===== src/rtl/dmem_arbiter.sv =====
// Two-requester arbiter for the 8-bit data memory port: CPU has priority, the host
// is protected from starvation by a wait counter and a bounded grant burst.
module dmem_arbiter #(
    parameter int ADDR_W         = 8,
    parameter int DATA_W         = 8,
    parameter int HOST_WAIT_MAX  = 4,
    parameter int HOST_MAX_BURST = 4
) (
    input  logic              clk,
    input  logic              reset_arb,
    input  logic              cpu_req,
    input  logic              cpu_we,
    input  logic [ADDR_W-1:0] cpu_addr,
    input  logic [DATA_W-1:0] cpu_wdata,
    output logic              cpu_gnt,
    output logic              cpu_stall,
    output logic [DATA_W-1:0] cpu_rdata,
    output logic              cpu_rvalid,
    input  logic              host_req,
    input  logic              host_we,
    input  logic [ADDR_W-1:0] host_addr,
    input  logic [DATA_W-1:0] host_wdata,
    output logic              host_gnt,
    output logic [DATA_W-1:0] host_rdata,
    output logic              host_rvalid,
    output logic [ADDR_W-1:0] mem_addr,
    output logic [DATA_W-1:0] mem_wdata,
    output logic              mem_we,
    input  logic [DATA_W-1:0] mem_rdata
);

    localparam logic [3:0] WAIT_MAX_C  = 4'(HOST_WAIT_MAX);
    localparam logic [3:0] BURST_MAX_C = 4'(HOST_MAX_BURST);

    typedef enum logic [2:0] {
        ST_IDLE = 3'b001,
        ST_CPU  = 3'b010,
        ST_HOST = 3'b100
    } state_t;

    state_t            state_reg, state_next;
    logic [3:0]        wait_cnt_reg, wait_cnt_next, wait_inc;
    logic [3:0]        burst_cnt_reg, burst_cnt_next;
    logic              host_denied;
    logic [DATA_W-1:0] cpu_rdata_reg, host_rdata_reg;
    logic              cpu_rvalid_reg, host_rvalid_reg;

    assign cpu_gnt     = (state_reg == ST_CPU);
    assign host_gnt    = (state_reg == ST_HOST);
    assign cpu_stall   = cpu_req & ~cpu_gnt;
    assign cpu_rdata   = cpu_rdata_reg;
    assign host_rdata  = host_rdata_reg;
    assign cpu_rvalid  = cpu_rvalid_reg;
    assign host_rvalid = host_rvalid_reg;

    assign host_denied = host_req & ~host_gnt;

    // The wait count includes the current denied cycle, so the host is granted on
    // the edge right after its HOST_WAIT_MAX-th consecutive denied cycle.
    always_comb begin
        wait_inc = wait_cnt_reg;
        if (host_denied && (wait_cnt_reg < WAIT_MAX_C)) begin
            wait_inc = wait_cnt_reg + 4'd1;
        end
    end

    always_comb begin
        state_next = ST_IDLE;
        if (cpu_req && host_req) begin
            if ((state_reg == ST_HOST) && (burst_cnt_reg < BURST_MAX_C)) begin
                state_next = ST_HOST;
            end else if (wait_inc >= WAIT_MAX_C) begin
                state_next = ST_HOST;
            end else begin
                state_next = ST_CPU;
            end
        end else if (cpu_req) begin
            state_next = ST_CPU;
        end else if (host_req) begin
            state_next = ST_HOST;
        end
    end

    always_comb begin
        wait_cnt_next = wait_inc;
        if (!host_req || host_gnt || (state_next == ST_HOST)) begin
            wait_cnt_next = 4'd0;
        end
    end

    always_comb begin
        burst_cnt_next = 4'd0;
        if (state_next == ST_HOST) begin
            if (state_reg != ST_HOST) begin
                burst_cnt_next = 4'd1;
            end else if (burst_cnt_reg != 4'hF) begin
                burst_cnt_next = burst_cnt_reg + 4'd1;
            end else begin
                burst_cnt_next = burst_cnt_reg;
            end
        end
    end

    // Only the owner's inputs reach the memory; an idle port never writes.
    always_comb begin
        mem_addr  = '0;
        mem_wdata = '0;
        mem_we    = 1'b0;
        if (cpu_gnt) begin
            mem_addr  = cpu_addr;
            mem_wdata = cpu_wdata;
            mem_we    = cpu_we;
        end else if (host_gnt) begin
            mem_addr  = host_addr;
            mem_wdata = host_wdata;
            mem_we    = host_we;
        end
    end

    always_ff @(posedge clk) begin
        if (reset_arb) begin
            state_reg       <= ST_IDLE;
            wait_cnt_reg    <= 4'd0;
            burst_cnt_reg   <= 4'd0;
            cpu_rdata_reg   <= '0;
            host_rdata_reg  <= '0;
            cpu_rvalid_reg  <= 1'b0;
            host_rvalid_reg <= 1'b0;
        end else begin
            state_reg       <= state_next;
            wait_cnt_reg    <= wait_cnt_next;
            burst_cnt_reg   <= burst_cnt_next;
            cpu_rvalid_reg  <= cpu_gnt & ~cpu_we;
            host_rvalid_reg <= host_gnt & ~host_we;
            if (cpu_gnt && !cpu_we) begin
                cpu_rdata_reg <= mem_rdata;
            end
            if (host_gnt && !host_we) begin
                host_rdata_reg <= mem_rdata;
            end
        end
    end

endmodule

===== config.mk =====
export PLATFORM = sky130hd
export DESIGN_NAME = dmem_arbiter
export DESIGN_NICKNAME = d
export VERILOG_FILES = /design/src/rtl/dmem_arbiter.sv
export SDC_FILE = /design/constraint.sdc
export NUM_CORES = 1
export LEC_CHECK = 0
export CORE_MARGIN = 2
export CORE_UTILIZATION = 38
export DETAILED_ROUTE_END_ITERATION = 10
export GPL_TIMING_DRIVEN = 0
export PLACE_DENSITY_LB_ADDON = 0.12
export SETUP_SLACK_MARGIN = 0.3
export SYNTH_ARGS = -nofsm -noshare
export SYNTH_HDL_FRONTEND = slang
export SYNTH_SLANG_ARGS = --single-unit

===== constraint.sdc =====
create_clock -name clk -period 4.4 [get_ports clk]
set_input_delay 1.32 -clock clk [delete_from_list [all_inputs] [get_ports clk]]
set_output_delay 1.32 -clock clk [all_outputs]
set_load 0.1 [all_outputs]

### Yosys cells after proc, flatten, opt, wreduce, memory -nomap -nowiden

Cells that the tools add are included.
W data, S select, Z words.

* bits of input ports: 46
* flip-flop bits (word level): 29
* logic and storage cells: 55
* output and inout bits: 38

* mux-type cells: 14
* reduce and logical (&&, ||, !) cells: 14
* add/sub/neg operators: 2
* bitwise operators: 9
* magnitude comparators: 3
* eq/ne operators: 5

Operators by type and width (count)
* $mux W8: 4
* $mux W3: 5
* $add A4 B1 Y4 const B: 2
* $lt A4 B3 Y1 const B: 2
* $eq A3 B3 Y1 const B: 2
* $logic_and A1 B1 Y1: 5
* $not A1 Y1: 5
* $and A1 B1 Y1: 4
* $ge A4 B3 Y1 const B: 1
* $mux W1: 4
* $mux W4: 1
* $ne A4 B4 Y1 const B: 1
* $reduce_or A2 Y1: 2
* $eq A3 B2 Y1 const B: 1
* $logic_not A1 Y1: 3
* $ne A3 B3 Y1 const B: 1
* $reduce_or A3 Y1: 1
* $logic_or A1 B1 Y1: 2
* $reduce_bool A2 Y1: 1

### Longest topological paths before layout

Gate-level depths: netlist of the first run.

* depth after elaboration: 12
* gate-level depth with buffers: 5
* gate-level depth less buffers: 4

### Worst setup path after synthesis of the first run

OpenSTA, ideal clock, no wires.

* path kind: flip-flop to output port
* from: reg state_reg[0]
* to: out mem_addr[0]
* buffers on the path: 2
* slack: 0.354 ns
* required time: 3.080 ns
* cell stages (with the launch flop): 5
* data arrival time: 2.726 ns
* cell sequence: dfxtp_1 clkbuf_1 nor3b_1 clkbuf_1 a22o_1

* longest elaborated chain between the ends: 3
* elaborated cells on any way between the ends: 4
* those cells by class: 2 x eq/ne; 2 x mux

Ends and longest elaborated chain
* start: declaration: RTL line 41 `state_t state_reg, state_next;`
* start signal: assignment: RTL line 130 `state_reg <= state_next;`
* $eq A3 B3 Y1: RTL line 49 `assign host_gnt = (state_reg == ST_HOST);`
* via host_gnt: RTL line 23 `output logic host_gnt,`
* $mux W8: RTL line 113 `end else if (host_gnt) begin`
* $mux W8: RTL line 109 `if (cpu_gnt) begin`
* end: declaration: RTL line 26 `output logic [ADDR_W-1:0] mem_addr,`

The timed path passes the listed nets, and every way through them passes these cells.

### Worst setup path after layout of the first run

* from: in cpu_wdata[4]
* to: out mem_wdata[4]

* longest elaborated chain between the ends: 1

Ends and longest elaborated chain
* start: declaration: RTL line 14 `input logic [DATA_W-1:0] cpu_wdata,`
* $mux W8: RTL line 109
* end: declaration: RTL line 27 `output logic [DATA_W-1:0] mem_wdata,`

No other way between the ends.

==> flow_metrics.env, run 1 <==
export IMPL_outcome="finished, final reports clean"
export IMPL_dp_cells=277
export IMPL_cp_data_arrival_time_ps=2750
export IMPL_postLayoutCoreUtil_pct=66.1
export IMPL_yosysMostFrequentCell="nand2_1"
export IMPL_path_cells="clkdlybuf4s50_1, a22o_1, clkdlybuf4s15_1"
export IMPL_setup_tns_final_ps=0
export IMPL_rrSetupSlack_ps=2750
export IMPL_pin_count=84
export IMPL_dp_hpwl_um=3110
export IMPL_power_density_nw_per_um2=267
export IMPL_yosysWarnings=0
export IMPL_drc_errors=0
export IMPL_end_kind="primary output"
export IMPL_ys_seq_elements=29
export IMPL_cp_start_kind="input port"
export IMPL_synth_common_cells="33 x nand2_1, 29 x dfxtp_1, 18 x a22o_1"
export IMPL_htreeDepth=2
export IMPL_synth_distinct_cells=32
export IMPL_antenna_cells=0
export IMPL_leakage_nw=0.838
export IMPL_cts_buffers=5
export IMPL_finalHoldViolCount=0
export IMPL_io_buffers=83
export IMPL_grt_max_degree=11
export IMPL_ys_seq_area_share_pct=44.9
export IMPL_r2r_start="state_reg[0]"
export IMPL_vdd_drop_max_mv=0.235
export IMPL_layout_worst_path_cycle_share_pct=92.5
export IMPL_grt_first_pass_wirelength_um=6470
export IMPL_vias=1446
export IMPL_final_cells=284
export IMPL_max_slew_margin_pct=34.8
export IMPL_core_area_um2=3310
export IMPL_reg2reg_to="state_reg[1]"
export IMPL_clkTransAtPathRegs_ps=80
export IMPL_cts_sinks=29
export IMPL_cts_hold_buf=0
export IMPL_tritoncts="built"
export IMPL_drv_cap=0
export IMPL_postRouteAntennaNets=0
export IMPL_synth_area_leaders="dfxtp_1 45%, a22o_1 12%, nand2_1 9.6%"
export IMPL_rsz0062_at_grt="no"
export IMPL_hold_path_class="reg -> reg"
export IMPL_synthArstFlopShare_pct=0
export IMPL_p_int_w=0.000400
export IMPL_cp_required_ps=3080
export IMPL_switchingPower_w=0.000184
export IMPL_min_to="wait_cnt_reg[0]"
export IMPL_fp_dieW_um=62.4
export IMPL_p_clk_share_pct=27.2
export IMPL_place_area_um2=2190
export IMPL_syn_to_final_growth_pct=69.1
export IMPL_cp_max_fo=1
export IMPL_routed_wirelength_um=3980
export IMPL_finalCriticalPeriod_ps=4070
export IMPL_firstDrtPassIters=4
export IMPL_die_area_um2=3890
export IMPL_antenna_found_initial=0
export IMPL_drtIter0Drc=38
export IMPL_first_global_vias=1353
export IMPL_clock_root_buffer="clkbuf_4"
export IMPL_fmax_mhz=246
export IMPL_cts_max_path_buffers=2
export IMPL_post_synth_top_area_fraction_pct=44.9
export IMPL_worstSkewPairLatency_ps=320
export IMPL_drive_gt1_share_pct=10.5
export IMPL_postCtsSetupBuffers=0
export IMPL_initial_core_util_pct=39.1
export IMPL_overflow=0
export IMPL_seq_power_share_pct=46.5
export IMPL_maxSlewViolCount=0
export IMPL_r2r_cells=4
export IMPL_tightest_slew_ps=975
export IMPL_fillerInstances=298
export IMPL_finalInstanceArea_um2=2190
export IMPL_slowest_delay_ps=830
export IMPL_syn_area_um2=1290
export IMPL_synth_area_per_cell_um2=8.80
export IMPL_synth_edf_count=0
export IMPL_p_comb_share_pct=26.3
export IMPL_swShare_pct=31.5
export IMPL_hold_depth=1
export IMPL_die_y_um=62.4
export IMPL_hp_start="wait_cnt_reg[0]"
export IMPL_synthCells=147
export IMPL_grtUsageTotal_pct=21.1
export IMPL_finalClockSkew_ps=7.54
export IMPL_num_rows=21
export IMPL_vias_per_cell=5.09
export IMPL_gp_congestion=0.799
export IMPL_setup_viol=0
export IMPL_wl_per_cell_um=14.0
export IMPL_nNetsFinal=286
export IMPL_yosys_most_used_dff="dfxtp_1"
export IMPL_yosysTopAreaCell="dfxtp_1"
export IMPL_critPathSlowestCell="clkdlybuf4s15_1"
export IMPL_path_class="in -> out"
-- metal layers --
layer / routed length (um) / share of wire, % / GRT usage [%]
met1: 1720 / 43 / 25.3
met2: 1910 / 48 / 36.8
met3: 300 / 7.5 / 4.53
met4: 53 / 1.3 / 8.33
met5: 0 / 0 / 0
-- critical path: cells and delay by family --
kind / cells / cell delay, ps
AOI/OAI and AO/OA: 1 / 140
buffers and inverters: 2 / 1290
-- power by group through the flow --
stage	Sequential, W	Clock [W]	Combinational [W]
floorplan	0.000293	0	0.0000766
global placement	0.000278	0	0.000157
detailed placement	0.000278	0	0.000159
CTS	0.000272	0.000163	0.000155
global route	0.000273	0.000175	0.000160
finish	0.000272	0.000159	0.000154
-- area by class of cell --
type | count | area (um2) | area share [%]
Buffer | 11 | 45.0 | 2.06
Clock buffer | 7 | 55.1 | 2.52
Inverter | 2 | 7.51 | 0.343
Multi-Input combinational cell | 106 | 664 | 30.4
Sequential cell | 29 | 581 | 26.5
Tap cell | 46 | 57.6 | 2.63
Timing Repair Buffer | 83 | 777 | 35.5
-- per-stage QoR --
| stage | hold slack, ps | setup slack [ps] | power, W |
|---|---|---|---|
| floorplan | 403 | 354 | 0.000370 |
| global placement | 412 | -92.2 | 0.000435 |
| detailed placement | 421 | -106 | 0.000437 |
| CTS | 433 | 182 | 0.000590 |
| global route | 450 | 310 | 0.000609 |
| finish | 430 | 328 | 0.000584 |
-- what timing repair did --
action,CTS,global route
hold endpoints to repair,0,0
endpoints found under the setup margin,20,14
resized for setup,25,22
pin swaps,0,0
-- placed cells by master, fill, tap and decap left out --
cell / n
o21ai_0: 2
nor2_1: 4
clkbuf_8: 1
nor3b_1: 3
a21oi_1: 16
buf_2: 3
ha_1: 2
or3_1: 1
a31o_2: 1
nor2b_1: 2
or4b_1: 2
clkbuf_4: 5
nand2_1: 33
clkdlybuf4s50_1: 63
a211oi_1: 2
nor4b_2: 2
or3b_1: 1
clkbuf_2: 10
mux2i_1: 1
and4bb_1: 1
conb_1: 2
clkbuf_1: 9
o32ai_1: 1
nand4_1: 1
dfxtp_1: 29
o2bb2ai_1: 1
a22o_1: 18
nor3_1: 1
nand2b_1: 1
dlygate4sd2_1: 4
clkdlybuf4s15_2: 1
o21bai_1: 1
o211a_1: 1
o21a_1: 1
mux2_2: 1
inv_1: 2
clkdlybuf4s15_1: 5
nor3b_2: 1
nand3_1: 3
-- cell families (layout without fill, tap and decap cells) --
logic type               Yosys count  count (layout)  share of synthesized area [%]
AND/OR/NAND/NOR                   56              56                           22.9
AO/OA/AOI/OAI                     44              44                           24.3
flip-flops                        29              29                           44.9
buffers and inverters             13             103                           4.06
adder cells (fa/ha/maj)            2               2                           1.93
multiplexers                       2               2                           1.64
other                              1               2                          0.290
-- worst max-delay path by stage --
stage,start,end,slack (ps),cells after the start
final,cpu_wdata[4],mem_wdata[4],330,3
after global routing,cpu_wdata[7],mem_wdata[7],310,3
after CTS,cpu_req,cpu_stall,180,3
after detailed placement,cpu_req,cpu_stall,-110,3
after global placement,cpu_req,cpu_stall,-90,3
after floorplan,state_reg[0],mem_addr[0],350,4
(Power assumes the default switching activity.)
==> run 2: changes to the inputs <==
--- a/config.mk
+++ b/config.mk
@@ -7,6 +7,7 @@
 export LEC_CHECK = 0
 export CORE_MARGIN = 2
 export CORE_UTILIZATION = 38
+export CTS_BUF_LIST = sky130_fd_sc_hd__clkbuf_16
 export DETAILED_ROUTE_END_ITERATION = 10
 export GPL_TIMING_DRIVEN = 0
 export PLACE_DENSITY_LB_ADDON = 0.12
==> run 2 against run 1 <==
  * Maximum frequency shrank 0.15%
  * Global-route usage up 0.50 points
  * Sequential power is essentially flat
  * Sequential cell count unchanged
  * Largest power group is now the clock network
  * Critical path depth did not move
  * Critical path type unchanged
  * Clock power up 91%
  * Non-clock buffer count stayed put
==> flow_metrics.env, run 2 (synthesized netlist as in run 1, its figures left out) <==
export IMPL_grt_max_degree=11
export IMPL_tritoncts="built"
export IMPL_die_y_um=62.4
export IMPL_firstDrtPassIters=4
export IMPL_die_area_um2=3890
export IMPL_num_rows=21
export IMPL_vias_per_cell=5.06
export IMPL_overflow=0
export IMPL_io_buffers=83
export IMPL_first_global_vias=1368
export IMPL_cts_buffers=5
export IMPL_cp_max_fo=1
export IMPL_grtUsageTotal_pct=21.6
export IMPL_core_area_um2=3310
export IMPL_met1_length_um=1690
export IMPL_fmax_mhz=245
export IMPL_finalHoldViolCount=0
export IMPL_vias=1437
export IMPL_power_density_nw_per_um2=318
export IMPL_maxSlewViolCount=0
export IMPL_fillerInstances=285
export IMPL_cp_required_ps=3080
export IMPL_cp_start_kind="input port"
export IMPL_syn_to_final_growth_pct=77.6
export IMPL_postLayoutCoreUtil_pct=69.4
export IMPL_top_layer_used="met4"
export IMPL_antenna_found_initial=0
export IMPL_slowest_delay_ps=860
export IMPL_r2r_cells=4
export IMPL_end_kind="primary output"
export IMPL_wl_met3_um=339
export IMPL_drc_errors=0
export IMPL_max_slew_margin_pct=34.6
export IMPL_clkTransAtPathRegs_ps=40
export IMPL_reg2reg_to="state_reg[1]"
export IMPL_path_class="in -> out"
export IMPL_rsz0062_at_grt="no"
export IMPL_finalCriticalPeriod_ps=4080
export IMPL_postCtsSetupBuffers=0
export IMPL_cts_max_path_buffers=2
export IMPL_hp_start="wait_cnt_reg[0]"
export IMPL_setup_viol=0
export IMPL_leakage_nw=0.891
export IMPL_rrSetupSlack_ps=2770
export IMPL_antenna_cells=0
export IMPL_nNetsFinal=286
export IMPL_pin_count=84
export IMPL_tightest_slew_ps=978
export IMPL_hold_path_class="reg -> reg"
export IMPL_routed_wl_met2_um=1900
export IMPL_drive_gt1_share_pct=7.56
export IMPL_postRouteAntennaNets=0
export IMPL_layout_common_cells="63 x clkdlybuf4s50_1, 33 x nand2_1, 29 x dfxtp_1"
export IMPL_path_cells="clkdlybuf4s50_1, a22o_1, dlygate4sd2_1"
export IMPL_clock_root_buffer="clkbuf_16"
export IMPL_hold_depth=1
export IMPL_htreeDepth=2
export IMPL_setup_tns_final_ps=0
export IMPL_r2r_start="state_reg[0]"
export IMPL_final_common_cell="clkdlybuf4s50_1"
export IMPL_wl_per_cell_um=14.1
export IMPL_fp_dieW_um=62.4
export IMPL_dp_hpwl_um=3110
export IMPL_drv_cap=0
export IMPL_drtIter0Drc=39
export IMPL_gp_congestion=0.799
export IMPL_outcome="finished, final reports clean"
export IMPL_layout_worst_path_cycle_share_pct=92.7
export IMPL_cp_data_arrival_time_ps=2760
export IMPL_finalClockSkew_ps=2.24
export IMPL_worstSkewPairLatency_ps=270
export IMPL_vdd_drop_max_mv=0.278
export IMPL_cts_sinks=29
export IMPL_initial_core_util_pct=39.1
export IMPL_critPathSlowestCell="dlygate4sd2_1"
export IMPL_routed_wirelength_um=4010
export IMPL_min_to="wait_cnt_reg[0]"
export IMPL_grt_first_pass_wirelength_um=6580
-- run 2: layer usage --
metal  up-vias  global-route usage, %
met3         8                   5.98
met5         -                      0
li1        705                      -
met1       648                   25.0
met4         0                   9.44
met2        76                   37.4
-- run 2: area by class of cell --
cell class	instances	area (um2)	area share, %
timing repair buffer	83	810	35.2
inverter	2	7.51	0.327
tap	46	57.6	2.51
clock inverter	2	7.51	0.327
sequential	29	581	25.3
buffer	11	45.0	1.96
multi-input combinational	106	664	28.9
clock buffer	5	125	5.45
-- run 2: power breakdown --
group          total [W]  internal (W)  switching, W
Sequential      0.000273      0.000269    0.00000385
Combinational   0.000155     0.0000581     0.0000965
Clock           0.000303      0.000201      0.000102
Total           0.000731      0.000528      0.000203
-- run 2: how the worst max path moves through the flow --
stage	slack [ps]	endpoint	startpoint	cells past startpoint
floorplan	350	mem_addr[0]	state_reg[0]	4
global placement	-90	cpu_stall	cpu_req	3
detailed placement	-110	cpu_stall	cpu_req	3
CTS	180	cpu_stall	cpu_req	3
global route	300	mem_addr[0]	cpu_addr[0]	3
finish	320	mem_addr[3]	cpu_addr[3]	3
-- run 2: critical path, delay by kind of cell --
family / cells / cell delay, ps
AOI/OAI and AO/OA: 1 / 120
buffers and inverters: 2 / 1320
-- run 2: metrics by stage --
stage          power (W)  hold WS (ps)  setup slack (ps)  area [um2]  cells
6_report        0.000731           428               322        2300    284
5_1_grt         0.000755           444               301        2300    284
4_1_cts         0.000735           427               182        2300    284
3_5_place_dp    0.000437           421              -106        2190    277
3_3_place_gp    0.000435           412             -92.2        2190    277
2_1_floorplan   0.000370           403               354        1300    148
-- run 2: timing repair --
item / CTS / global route
resized for setup: 24 / 16
hold buffers: 0 / 0
endpoints found under the setup margin: 19 / 13
==> run 3: changes to the inputs <==
--- a/config.mk
+++ b/config.mk
@@ -5,13 +5,15 @@
 export SDC_FILE = /design/constraint.sdc
 export NUM_CORES = 1
 export LEC_CHECK = 0
+export ABC_AREA = 1
 export CORE_MARGIN = 2
-export CORE_UTILIZATION = 38
+export CORE_UTILIZATION = 39
 export CTS_BUF_LIST = sky130_fd_sc_hd__clkbuf_16
 export DETAILED_ROUTE_END_ITERATION = 10
 export GPL_TIMING_DRIVEN = 0
 export PLACE_DENSITY_LB_ADDON = 0.12
 export SETUP_SLACK_MARGIN = 0.3
+export SKIP_LAST_GASP = 1
 export SYNTH_ARGS = -nofsm -noshare
 export SYNTH_HDL_FRONTEND = slang
 export SYNTH_SLANG_ARGS = --single-unit
==> run 3 against run 2 <==
  * Utilization up 5.4 points
  * Sequential share of layout area down 0.26 points
  * Combinational power up 12%
  * Largest power group unchanged
  * Clock skew up 1.4 ps
  * First-iteration DRC count up 56%
  * Via count up 0.97%
==> flow_metrics.env, run 3 <==
export IMPL_outcome="finished, final reports clean"
export IMPL_yosysMostFrequentCell="nor2_1"
export IMPL_wl_per_cell_um=13.5
export IMPL_drv_cap=0
export IMPL_fp_dieW_um=61.8
export IMPL_end_kind="primary output"
export IMPL_antenna_found_initial=0
export IMPL_finalClockSkew_ps=3.64
export IMPL_initial_core_util_pct=42.0
export IMPL_core_area_um2=3100
export IMPL_pin_count=84
export IMPL_gp_congestion=0.725
export IMPL_grtUsageTotal_pct=21.4
export IMPL_hold_path_class="reg -> reg"
export IMPL_antenna_cells=0
export IMPL_routed_wirelength_um=4060
export IMPL_io_buffers=83
export IMPL_rsz0062_at_grt="yes"
export IMPL_max_slew_margin_pct=32.4
export IMPL_ys_seq_area_share_pct=44.6
export IMPL_finalCriticalPeriod_ps=4080
export IMPL_grt_first_pass_wirelength_um=5830
export IMPL_rrSetupSlack_ps=3020
export IMPL_reg2reg_to="cpu_rdata[0]"
export IMPL_path_class="in -> out"
export IMPL_dp_hpwl_um=3070
export IMPL_clock_root_buffer="clkbuf_16"
export IMPL_postRouteAntennaNets=0
export IMPL_grt_max_degree=11
export IMPL_synth_edf_count=0
export IMPL_critPathSlowestCell="clkdlybuf4s50_1"
export IMPL_setup_viol=0
export IMPL_min_to="host_rdata[7]"
export IMPL_path_cells="clkdlybuf4s50_1, clkinv_1, o22ai_2, buf_2"
export IMPL_vias_per_cell=4.84
export IMPL_final_common_cell="clkdlybuf4s50_1"
export IMPL_cp_data_arrival_time_ps=2760
export IMPL_tightest_slew_ps=1010
export IMPL_synth_area_leaders="dfxtp_1 45%, a22o_1 11%, nor2_1 9.2%"
export IMPL_synthArstFlopShare_pct=0
export IMPL_overflow=0
export IMPL_synthCells=164
export IMPL_layout_worst_path_cycle_share_pct=92.7
export IMPL_synth_area_per_cell_um2=7.94
export IMPL_nNetsFinal=303
export IMPL_die_y_um=61.8
export IMPL_r2r_cells=6
export IMPL_cts_buffers=5
export IMPL_cts_sinks=29
export IMPL_leakage_nw=0.988
export IMPL_num_rows=20
export IMPL_vdd_drop_max_mv=0.485
export IMPL_drtIter0Drc=61
export IMPL_hold_depth=2
export IMPL_synth_distinct_cells=26
export IMPL_slowest_delay_ps=480
export IMPL_whs_ps=462
export IMPL_synth_common_cells="32 x nor2_1, 29 x dfxtp_1, 19 x nand2_1"
export IMPL_clkTransAtPathRegs_ps=50
export IMPL_drc_errors=0
export IMPL_syn_to_final_growth_pct=78.2
export IMPL_post_synth_top_area_fraction_pct=44.6
export IMPL_htreeDepth=2
export IMPL_firstDrtPassIters=4
export IMPL_cts_max_path_buffers=2
export IMPL_drive_gt1_share_pct=10.2
export IMPL_power_density_nw_per_um2=353
export IMPL_layout_common_cells="65 x clkdlybuf4s50_1, 32 x nor2_1, 29 x dfxtp_1"
export IMPL_crit_start="host_we"
export IMPL_cp_required_ps=3080
export IMPL_yosysTopAreaCell="dfxtp_1"
export IMPL_yosysWarnings=0
export IMPL_hp_start="host_rdata[7]"
export IMPL_r2r_start="state_reg[2]"
export IMPL_yosys_most_used_dff="dfxtp_1"
export IMPL_finalHoldViolCount=0
export IMPL_syn_area_um2=1300
export IMPL_worstSkewPairLatency_ps=270
export IMPL_tritoncts="built"
export IMPL_fmax_mhz=245
export IMPL_die_area_um2=3820
export IMPL_postLayoutCoreUtil_pct=74.8
export IMPL_cp_start_kind="input port"
export IMPL_ys_seq_elements=29
export IMPL_cp_max_fo=10
export IMPL_vias=1451
export IMPL_maxSlewViolCount=0
export IMPL_first_global_vias=1293
-- run 3: cell types whose count changed after synthesis, sizes merged, moves of 4 or more --
cell    delta
nand3     +10
nand2     -13
inv       +12
nor2      +29
clkbuf     -7
a21oi      -7
nor3b      -4
o21ai     +11
-- run 3: routing by layer --
| metal | wire length [um] | share of wire (%) | track usage, % | vias up |
|---|---|---|---|---|
| met4 | 59 | 1.5 | 9.12 | 0 |
| li1 | - | - | - | 738 |
| met2 | 1930 | 47 | 38.9 | 69 |
| met1 | 1610 | 39 | 22.2 | 638 |
| met5 | 0 | 0 | 0 | - |
| met3 | 472 | 12 | 7.45 | 6 |
-- run 3: how the worst max path moves through the flow --
stage	end	slack (ps)	depth (start not counted)
after floorplan	mem_we	650	2
after global placement	mem_we	-360	4
after detailed placement	mem_we	-370	4
after CTS	mem_we	200	4
after global routing	mem_we	260	4
final	mem_we	320	4
-- run 3: logic make-up (layout without fill, tap and decap cells) --
logic type / Yosys count / in the layout / synth area share (%)
simple gates: 71 / 71 / 24.9
buf+inv: 20 / 111 / 7.40
compound gates: 41 / 41 / 20.9
flops: 29 / 29 / 44.6
other cells: 1 / 2 / 0.288
fa+ha+maj: 2 / 2 / 1.92
-- run 3: per-stage QoR --
step                      setup TNS [ps]  total power, W  cells  cell area, um2  setup WS [ps]
after floorplan                        0        0.000387    165            1310            653
after global placement              -363        0.000457    292            2200           -356
after detailed placement            -383        0.000458    292            2200           -373
after CTS                              0        0.000824    300            2350            198
after global routing                   0        0.000840    300            2320            256
final                                  0        0.000818    300            2320            321
-- run 3: where the power goes --
| part | internal [W] | switching, W | leakage [nW] |
|---|---|---|---|
| logic | 0.0000601 | 0.000114 | 0.670 |
| clock network | 0.000262 | 0.000109 | 0.0826 |
| registers | 0.000270 | 0.00000421 | 0.236 |
-- run 3: final cells by class --
type / count / area [um2]
sequential: 29 / 581
inverter: 15 / 61.3
buffer: 5 / 35.0
tap: 44 / 55.1
timing repair buffer: 83 / 791
clock inverter: 3 / 37.5
clock buffer: 5 / 125
multi-input combinational: 116 / 636
fill: 264 / 782
-- run 3: repair_timing --
action | in CTS | in global routing
buffers inserted | 0 | 0
endpoints found under the setup margin | 18 | 14
hold buffers | 0 | 0
gates resized for setup | 24 | 17
-- run 3: worst max-delay path, delay by kind of cell --
| family | cells | cell delay [ps] |
|---|---|---|
| compound gates | 1 | 260 |
| buf+inv | 3 | 1180 |
